File: src/rtl/inst_fetch_queue_pkg.sv
// ---------------------------------------------------------------------------
// inst_fetch_queue_pkg
//   Shared definitions for the instruction fetch queue: default data width,
//   RV32 opcodes recognised by the predecoder, fetch FSM state encoding and
//   the queue entry layout {inst, pc, target, taken}.
// ---------------------------------------------------------------------------
package inst_fetch_queue_pkg;

  localparam int XLEN = 32;

  localparam logic [6:0] OP_JAL    = 7'h6f;
  localparam logic [6:0] OP_BRANCH = 7'h63;
  localparam logic [6:0] OP_JALR   = 7'h67;

  // Fetch FSM encoding (kept as plain constants for compatibility with
  // older tooling that consumes the state register directly).
  localparam logic [1:0] ST_FETCH = 2'd0;  // look up the I-cache each cycle
  localparam logic [1:0] ST_MISS  = 2'd1;  // waiting for memctrl data
  localparam logic [1:0] ST_DROP  = 2'd2;  // flushed while waiting; discard data

  typedef struct packed {
    logic [XLEN-1:0] inst;
    logic [XLEN-1:0] pc;
    logic [XLEN-1:0] target;
    logic            taken;
  } ifq_entry_t;

endpackage

File: src/rtl/inst_fetch_queue_predecode.sv
// ---------------------------------------------------------------------------
// fetch_predecode
//   Combinational predecoder for the instruction being enqueued.
//   Ports:
//     inst_i, pc_i    instruction word and its fetch address
//     bht_taken_i     BHT prediction for pc_i
//     is_jal_o        instruction is JAL
//     is_branch_o     instruction is a conditional branch
//     taken_o         predicted-taken flag stored with the entry
//     target_o        pc + immediate (pc + 4 for non-control-flow)
//     next_pc_o       address to fetch next
// ---------------------------------------------------------------------------
module fetch_predecode #(
  parameter int XLEN = 32
) (
  input  logic [XLEN-1:0] inst_i,
  input  logic [XLEN-1:0] pc_i,
  input  logic            bht_taken_i,
  output logic            is_jal_o,
  output logic            is_branch_o,
  output logic            taken_o,
  output logic [XLEN-1:0] target_o,
  output logic [XLEN-1:0] next_pc_o
);
  import inst_fetch_queue_pkg::*;

  logic [6:0]      opcode;
  logic [XLEN-1:0] j_imm;
  logic [XLEN-1:0] b_imm;
  logic [XLEN-1:0] seq_pc;

  assign opcode = inst_i[6:0];
  // inst[31] is the sign bit of both immediates and is replicated upward.
  assign j_imm  = {{(XLEN-20){inst_i[31]}}, inst_i[19:12], inst_i[20], inst_i[30:21], 1'b0};
  assign b_imm  = {{(XLEN-12){inst_i[31]}}, inst_i[7], inst_i[30:25], inst_i[11:8], 1'b0};
  assign seq_pc = pc_i + XLEN'(4);

  always_comb begin
    is_jal_o    = 1'b0;
    is_branch_o = 1'b0;
    taken_o     = 1'b0;
    target_o    = seq_pc;
    next_pc_o   = seq_pc;
    case (opcode)
      OP_JAL: begin
        is_jal_o  = 1'b1;
        taken_o   = 1'b1;
        target_o  = pc_i + j_imm;
        next_pc_o = pc_i + j_imm;
      end
      OP_BRANCH: begin
        is_branch_o = 1'b1;
        taken_o     = bht_taken_i;
        target_o    = pc_i + b_imm;
        next_pc_o   = bht_taken_i ? (pc_i + b_imm) : seq_pc;
      end
      // JALR target depends on a register value; fetch falls through and
      // the ROB repairs the path on resolution.
      OP_JALR: ;
      default: ;
    endcase
  end

endmodule

File: src/rtl/inst_fetch_queue.sv
// ---------------------------------------------------------------------------
// inst_fetch_queue
//   Fetches one instruction per cycle (I-cache hit, or memctrl miss with an
//   I-cache fill), predecodes JAL/branches for next-PC prediction, buffers up
//   to DEPTH entries and presents ISSUE_W in-order head entries to issue.
//   Ports:
//     clk, rst               clock, synchronous active-high reset
//     rdy                    global enable; low freezes all state
//     flush, redirect_pc     ROB redirect: empty queue, restart fetch
//     ic_addr/ic_hit/ic_inst I-cache lookup
//     ic_fill_*              I-cache fill on miss return
//     mem_req/mem_addr       one-cycle miss request
//     mem_ok/mem_data        miss data return
//     bht_idx/bht_taken      branch predictor lookup for current pc
//     deq_*                  head slots, deq_num entries consumed per cycle
//     count/full/empty       occupancy
// ---------------------------------------------------------------------------
module inst_fetch_queue #(
  parameter int              XLEN      = 32,
  parameter int              DEPTH     = 16,
  parameter int              ISSUE_W   = 2,
  parameter int              BHT_IDX_W = 12,
  parameter logic [XLEN-1:0] RESET_PC  = '0
) (
  input  logic                             clk,
  input  logic                             rst,
  input  logic                             rdy,
  input  logic                             flush,
  input  logic [XLEN-1:0]                  redirect_pc,
  output logic [XLEN-1:0]                  ic_addr,
  input  logic                             ic_hit,
  input  logic [XLEN-1:0]                  ic_inst,
  output logic                             ic_fill_valid,
  output logic [XLEN-1:0]                  ic_fill_addr,
  output logic [XLEN-1:0]                  ic_fill_data,
  output logic                             mem_req,
  output logic [XLEN-1:0]                  mem_addr,
  input  logic                             mem_ok,
  input  logic [XLEN-1:0]                  mem_data,
  output logic [BHT_IDX_W-1:0]             bht_idx,
  input  logic                             bht_taken,
  output logic [ISSUE_W-1:0]               deq_valid,
  output logic [ISSUE_W*XLEN-1:0]          deq_inst,
  output logic [ISSUE_W*XLEN-1:0]          deq_pc,
  output logic [ISSUE_W*XLEN-1:0]          deq_target,
  output logic [ISSUE_W-1:0]               deq_taken,
  input  logic [$clog2(ISSUE_W+1)-1:0]     deq_num,
  output logic [$clog2(DEPTH+1)-1:0]       count,
  output logic                             full,
  output logic                             empty
);
  import inst_fetch_queue_pkg::*;

  localparam int PW = $clog2(DEPTH);
  localparam int CW = $clog2(DEPTH+1);

  logic [1:0]      state_q, state_d;
  logic [XLEN-1:0] pc_q, pc_d;
  logic [PW-1:0]   head_q, head_d;
  logic [PW-1:0]   tail_q, tail_d;
  logic [CW-1:0]   count_q, count_d;

  logic [XLEN-1:0] inst_q   [DEPTH];
  logic [XLEN-1:0] epc_q    [DEPTH];
  logic [XLEN-1:0] target_q [DEPTH];
  logic            taken_q  [DEPTH];

  logic            full_w;
  logic            lookup_ok;
  logic            miss_fire;
  logic            fill_fire;
  logic            enq_fire;
  logic [XLEN-1:0] enq_inst;

  logic            pd_is_jal;
  logic            pd_is_branch;
  logic            pd_taken;
  logic [XLEN-1:0] pd_target;
  logic [XLEN-1:0] pd_next_pc;
  logic            pd_class_unused;

  // Full is the pre-dequeue occupancy, so a full queue never enqueues even
  // when issue drains in the same cycle.
  assign full_w    = (count_q == CW'(DEPTH));
  assign lookup_ok = rdy && !flush && (state_q == ST_FETCH) && !full_w;
  assign miss_fire = lookup_ok && !ic_hit;
  // While in MISS only issue drains the queue, so the returning word always
  // has a free slot.
  assign fill_fire = rdy && !flush && (state_q == ST_MISS) && mem_ok;
  assign enq_fire  = (lookup_ok && ic_hit) || fill_fire;
  assign enq_inst  = (state_q == ST_FETCH) ? ic_inst : mem_data;

  fetch_predecode #(.XLEN(XLEN)) u_predecode (
    .inst_i      (enq_inst),
    .pc_i        (pc_q),
    .bht_taken_i (bht_taken),
    .is_jal_o    (pd_is_jal),
    .is_branch_o (pd_is_branch),
    .taken_o     (pd_taken),
    .target_o    (pd_target),
    .next_pc_o   (pd_next_pc)
  );

  // Class flags are already folded into taken/next_pc by the predecoder.
  assign pd_class_unused = pd_is_jal ^ pd_is_branch;

  always_comb begin
    state_d = state_q;
    pc_d    = pc_q;
    head_d  = head_q;
    tail_d  = tail_q;
    count_d = count_q;
    if (flush) begin
      head_d  = '0;
      tail_d  = '0;
      count_d = '0;
      pc_d    = redirect_pc;
      // An outstanding miss must still be absorbed unless it returns in
      // this very cycle.
      if ((state_q == ST_MISS || state_q == ST_DROP) && !mem_ok) state_d = ST_DROP;
      else                                                       state_d = ST_FETCH;
    end else begin
      head_d  = head_q + PW'(deq_num);
      count_d = count_q + CW'(enq_fire) - CW'(deq_num);
      if (enq_fire) begin
        tail_d = tail_q + 1'b1;
        pc_d   = pd_next_pc;
      end
      case (state_q)
        ST_FETCH: if (miss_fire) state_d = ST_MISS;
        ST_MISS,
        ST_DROP:  if (mem_ok)    state_d = ST_FETCH;
        default:                 state_d = ST_FETCH;
      endcase
    end
  end

  always_ff @(posedge clk) begin
    if (rst) begin
      state_q <= ST_FETCH;
      pc_q    <= RESET_PC;
      head_q  <= '0;
      tail_q  <= '0;
      count_q <= '0;
    end else if (rdy) begin
      state_q <= state_d;
      pc_q    <= pc_d;
      head_q  <= head_d;
      tail_q  <= tail_d;
      count_q <= count_d;
    end
  end

  always_ff @(posedge clk) begin
    if (rst) begin
      for (int i = 0; i < DEPTH; i++) begin
        inst_q[i]   <= '0;
        epc_q[i]    <= '0;
        target_q[i] <= '0;
        taken_q[i]  <= 1'b0;
      end
    end else if (enq_fire) begin
      inst_q[tail_q]   <= enq_inst;
      epc_q[tail_q]    <= pc_q;
      target_q[tail_q] <= pd_target;
      taken_q[tail_q]  <= pd_taken;
    end
  end

  // Head window: slot gi shows entry (head + gi) mod DEPTH.
  genvar gi;
  generate
    for (gi = 0; gi < ISSUE_W; gi++) begin : g_slot
      logic [PW-1:0] slot_idx;
      assign slot_idx                       = head_q + PW'(gi);
      assign deq_valid[gi]                  = (count_q > CW'(gi));
      assign deq_inst[gi*XLEN +: XLEN]      = inst_q[slot_idx];
      assign deq_pc[gi*XLEN +: XLEN]        = epc_q[slot_idx];
      assign deq_target[gi*XLEN +: XLEN]    = target_q[slot_idx];
      assign deq_taken[gi]                  = taken_q[slot_idx];
    end
  endgenerate

  assign ic_addr       = pc_q;
  assign bht_idx       = pc_q[BHT_IDX_W+1:2];
  assign mem_req       = miss_fire;
  assign mem_addr      = miss_fire ? pc_q : '0;
  assign ic_fill_valid = fill_fire;
  assign ic_fill_addr  = fill_fire ? pc_q : '0;
  assign ic_fill_data  = fill_fire ? mem_data : '0;
  assign count         = count_q;
  assign full          = full_w;
  assign empty         = (count_q == '0);

endmodule

File: config.mk
export PLATFORM = sky130hd
export DESIGN_NAME = inst_fetch_queue
export DESIGN_NICKNAME = d
export VERILOG_FILES = /design/src/rtl/inst_fetch_queue_pkg.sv /design/src/rtl/inst_fetch_queue_predecode.sv /design/src/rtl/inst_fetch_queue.sv
export SDC_FILE = /design/constraint.sdc
export NUM_CORES = 2
export LEC_CHECK = 0
export CORE_MARGIN = 2
export CORE_UTILIZATION = 36
export DETAILED_ROUTE_END_ITERATION = 6
export PLACE_DENSITY = 0.57
export SYNTH_ARGS = -nofsm -noshare
export SYNTH_HDL_FRONTEND = slang
export SYNTH_HIERARCHICAL = 1
export SYNTH_SLANG_ARGS = --single-unit
File: constraint.sdc
create_clock -name clk -period 15.4 [get_ports clk]
set_clock_uncertainty 0.05 [all_clocks]
set_input_delay 3.08 -clock clk [delete_from_list [all_inputs] [get_ports clk]]
set_output_delay 3.08 -clock clk [all_outputs]
set_load 0.05 [all_outputs]
; Yosys cells after proc, flatten, opt, wreduce, memory -nomap -nowiden
; Memories as Yosys holds them, arrays and structs flattened. A register that Yosys moved wholly into a read port is not among the register bits.
; Cells that the tools add are included.
[word_totals]
ff_bits = 47
latch_bits = 0
ramBits = 1552
mem_bits_ro = 0
input_bits = 105
output_inout_bits = 345
elab_cells = 94
n_memories = 4
[memory_table]
columns = name, words, word_bits, read_ports, rd_clocked_by_memory_dff, write_ports, line_no
row1 = epc_q, 16, 32, 2, 1, 16, inst_fetch_queue.sv:64  ; logic [XLEN-1:0] epc_q [DEPTH];
row2 = inst_q, 16, 32, 2, 1, 16, inst_fetch_queue.sv:63  ; logic [XLEN-1:0] inst_q [DEPTH];
row3 = target_q, 16, 32, 2, 1, 16, inst_fetch_queue.sv:65  ; logic [XLEN-1:0] target_q [DEPTH];
row4 = taken_q, 16, 1, 2, 1, 16, inst_fetch_queue.sv:66  ; logic taken_q [DEPTH];
[classes]
add_sub_neg = 8
mul = 0
div = 0
n_lt_le_gt_ge = 2
n_eq_ne = 7
n_shift = 0
n_mux = 44
bitwise_logic = 0
reduce_logical = 24
[op_table]
columns = cell, count
row1 = two-way mux 32 bit, 10
row2 = case mux 32 bit (2 select lines), 2
row3 = OR reduction 32 bit, 3
row4 = adder 32 bit, 2
row5 = two-way mux 4 bit, 15
row6 = adder 32 x 3 -> 32 bit (second input constant), 1
row7 = == test 7 bit (second input constant), 2
row8 = > comparator 5 x 1 -> 1 bit (second input constant), 2
row9 = two-way mux 1 bit, 10
row10 = adder 4 x 1 -> 4 bit (second input constant), 2
row11 = logical AND 1 bit, 8
row12 = two-way mux 2 bit, 4
row13 = != test 3 bit (second input constant), 2
row14 = adder 5 x 1 -> 5 bit, 1
row15 = == test 5 bit (second input constant), 1
row16 = logical NOT 5 bit, 1
row17 = two-way mux 5 bit, 1
row18 = subtractor 5 x 2 -> 5 bit, 1
row19 = adder 4 x 2 -> 4 bit, 1
row20 = logical NOT 1 bit, 4
row21 = case mux 2 bit (2 select lines), 1
row22 = AND reduction 3 bit, 1
row23 = == test 2 x 1 -> 1 bit (second input constant), 1
row24 = == test 2 bit (second input constant), 1
row25 = 7 further kinds, 8

; Logic depth before layout (Yosys ltp)
[depth]
depth_word = 11
depth_mapped = 17
mapped_depth_nobuf = 16

; Cells and area by module
; Netlist, hierarchy kept.
[by_module_without_submodules]
columns = module, instances, cells_each, area_per_inst_um2, seq_area_each_um2
row1 = inst_fetch_queue, 1, 5364, 81717.1, 47625.7
row2 = fetch_predecode, 1, 676, 4513.1, 0.0

; Worst setup path before layout
; Ideal clock, no wire load.
[synth_path]
path_type = in2reg
startpoint = input port flush
endpoint = memory epc_q[14][0] (enable)
setup_time_ps = 573
t_arrival_ps = 8315
required_ps = 14777
setup_slack_ps = 6462
path_stages = 5
n_path_buf = 1
cell_sequence = buf_2 -> nand2b_2 -> o21bai_4 -> nand2_1 -> o21bai_1
[synth_lines]
columns = element, line_no
row1 = start: declaration, inst_fetch_queue.sv:28  ; input logic flush,
row2 = end: declaration, inst_fetch_queue.sv:64

; Final worst setup path
[layout_path]
startpoint = register head_q[0]
endpoint = output port deq_target[56]
[layout_between]
elab_chain_len = 2
[layout_rtl]
columns = element, line_no
row1 = start: declaration, inst_fetch_queue.sv:59  ; logic [PW-1:0] head_q, head_d;
row2 = start signal: assignment, inst_fetch_queue.sv:142  ; head_q <= '0;
row3 = start signal: assignment, inst_fetch_queue.sv:148  ; head_q <= head_d;
row4 = adder 4 x 1 -> 4 bit, inst_fetch_queue.sv:175  ; assign slot_idx = head_q + PW'(gi);
row5 = memory (16 x 32 bit), -
row6 = end: declaration, inst_fetch_queue.sv:45  ; output logic [ISSUE_W*XLEN-1:0] deq_target,
; Every way passes these cells.

==> impl_metrics.tcl <==
set metrics [dict create \
    ys_seq_area_frac 0.552 \
    min_period_ns 9.40 \
    slew_headroom 0.147 \
    netlist.area_leader.share 0.540 \
    cts_root_buf "clkbuf_16" \
    viasPerCell 6.05 \
    hold_violations 0 \
    yosys-top-cells-count "nor2_1 (1660), edfxtp_1 (1552), mux4_2 (970)" \
    synthesis.nets 6211 \
    grt_pass1_wl_um 436000 \
    status "finished clean" \
    multi_input_area_um2 36300 \
    crit_arrival_ns 6.27 \
    hp-class "flip-flop to flip-flop" \
    synth_edf_count 1552 \
    grt_usage 0.249 \
    cts_resized 0 \
    num_rows 179 \
    grt_pass1_vias 59300 \
    ys.warnings.count 6 \
    routed_wl_um 307000 \
    dp_hpwl_um 175000 \
    wl_per_cell_um 31.9 \
    p_leak_nw 31.5 \
    ys_types 84 \
    cap_viol_max_count 0 \
    cts-hold-fix-buffers 0 \
    finalInstanceArea_um2 99700 \
    drt_iter0_markers 7079 \
    path_cells "ha_4 -> buf_4 -> buf_4 -> mux4_2 -> mux4_2 -> clkdlybuf4s50_1" \
    period_share 0.611 \
    die_y_um 493 \
    slowest_stage "dfxtp_4" \
    grt_max_degree 143 \
    rsz0062_at_grt "no" \
    io_pins 450 \
    ant_nets 0 \
    placed_area_um2 93800 \
    critPathRequiredTime_ns 12.27 \
    h-tree-depth 4 \
    postSynthAreaPerCell_um2 14.3 \
    reg2reg_slack_ns 9.22 \
    drtPass1Iterations 6 \
    clkSinkCount 1603 \
    clkLatencyLatePin_ns 0.88 \
    drc 0 \
    setup_viol_count_final 0 \
    synth_area_leaders "edfxtp_1 (54%), mux4_2 (25%), nor2_1 (7.2%)" \
    r2r_start "state_q[1]$_SDFFE_PP0P_" \
    yosysTopAreaCell "edfxtp_1" \
    path_buf_inv 3 \
    layoutNonFillerInstCount 9637 \
    synth_seq_cells 1603 \
    drive_gt1_frac 0.228 \
    cp-end-kind "output port" \
    crit_family "buffers and inverters" \
    cts_max_path_buffers 3 \
    overflow 0 \
    cp-start-kind "flip-flop" \
    timing.fmax_ghz 0.106 \
    critPathKind "flip-flop to output port" \
    power_density_nw_per_um2 111 \
    synth_most_common_cell "nor2_1" \
    nets 6483 \
    cts_tree "yes" \
    worstHoldEndpoint "ic_addr[26]$_SDFFE_PP0P_" \
    nFillCells 21600 \
    coreArea_um2 238000 \
    ir_drop_v 0.000111 \
    post_cts_buffers 0 \
    routabilityCongestion 0.861 \
    fin_util 0.419 \
    path_clk_slew_ns 0.06 \
    antenna_found_initial 31 \
    start_util 0.362 \
    tightest_slew_ns 1.27 \
    min-delay-start "ic_addr[26]$_SDFFE_PP0P_" \
    cp_max_fo 54 \
    regArea_um2 47600 \
    hold_depth 2 \
    cp_slowest_stage_delay_ns 0.94 \
    syn_to_final_growth_pct 15.6 \
    place_inst 9295 \
    dieWidth_um 493 \
    via_count 58300 \
    ys.flop_type "edfxtp_1" \
    finalSetupTns_ns 0 \
    cts_buffers 182 \
    r2r_cells 15 \
    netlist_instances 6040 \
    portBuffers 449 \
    timing.rr.end "target_q[8][25]$_SDFFCE_PN0P_" \
    synth_area_um2 86200 \
    floorplan.die_area_um2 243000 \
    finalMaxSlewViolations 0 \
    synthArstFlopShare 0 \
]
## layer usage
layer | part of all wire | track usage
met5 | 0 | 0
met1 | 0.40 | 0.346
met2 | 0.47 | 0.394
met4 | 0.032 | 0.0871
met3 | 0.094 | 0.0450
## kinds of logic (layout without fill, tap and decap cells)
logic type      Yosys count  in the layout  share of synthesized area
compound gates          356            356                     0.0293
xor+xnor                 79             79                    0.00802
fa+ha+maj                66             66                    0.00992
buf+inv                 548            962                     0.0301
flops                  1603           1603                      0.552
mux                    1040           1040                      0.262
other cells               0             16                          0
simple gates           2348           2348                      0.108
## layout make-up
cell class	instances	area share
flip-flops and latches	1603	0.478
multi-input cells	3889	0.364
repair buffers	599	0.0578
clock buffers	227	0.0480
well taps	3167	0.0397
clock inverters	99	0.0103
inverters	37	0.00139
diodes	16	0.000402
## flip-flops by register name, indices dropped and copies added, names as in the netlist, named ones only
register  count
epc_q       512
inst_q      512
target_q    512
ic_addr      32
taken_q      16
count         5
head_q        4
tail_q        4
state_q       2
## worst max path at each step
| stage | from | to | slack [ns] | cells past startpoint |
|---|---|---|---|---|
| after floorplan | flush | epc_q[14][0]$_SDFFCE_PN0P_ | 6.46 | 5 |
| after global placement | rdy | ic_fill_data[27] | 6.44 | 4 |
| after detailed placement | rdy | ic_fill_data[25] | 6.39 | 4 |
| final | head_q[0]$_SDFFE_PP0P_ | deq_target[56] | 6.00 | 6 |
| after global routing | head_q[0]$_SDFFE_PP0P_ | deq_target[54] | 5.77 | 6 |
| after CTS | head_q[0]$_SDFFE_PP0P_ | deq_target[54] | 5.88 | 6 |
## tightest hold or removal path, delay by kind of cell, from the launching register on
| kind | cells | cell delay, ns |
|---|---|---|
| AOI/OAI and AO/OA | 1 | 0.05 |
| DFF | 1 | 0.31 |
| and+or+nand+nor | 1 | 0.09 |
## per-stage QoR
stage | setup slack, ns | power, mW | hold slack, ns
after CTS | 5.88 | 11.1 | 0.451
after detailed placement | 6.39 | 6.88 | 0.443
final | 6.00 | 11.1 | 0.449
after global placement | 6.44 | 6.86 | 0.437
after global routing | 5.77 | 11.4 | 0.475
after floorplan | 6.46 | 6.24 | 0.427
## power by group
group          switching, mW  leakage, nW  internal, mW
Sequential             0.104         16.5          4.94
Combinational           1.09         12.2         0.658
Clock                   1.86         2.83          2.43
## cell usage in the layout, fill, tap and decap left out, types with 12 or more instances in the layout
cell             count
a211oi_1            41
a21o_1              32
a21oi_1             67
and2_1             101
buf_12              12
buf_4              138
bufinv_16           13
clkbuf_1            40
clkbuf_16          183
clkdlybuf4s50_1    447
clkinv_1            33
clkinv_2            33
dfxtp_1             45
diode_2             16
edfxtp_1          1552
ha_1                60
inv_1               32
mux2_2              33
mux2i_1             37
mux4_2             970
nand2_1            476
nand3_1             15
nand4_1             16
nor2_1            1659
nor3_1              14
o211ai_1            14
o21ai_0             50
o21bai_1            13
o21bai_4            17
or3_1               14
xnor2_1             39
xor2_1              38
No activity file was read; power rests on OpenSTA's default activity.
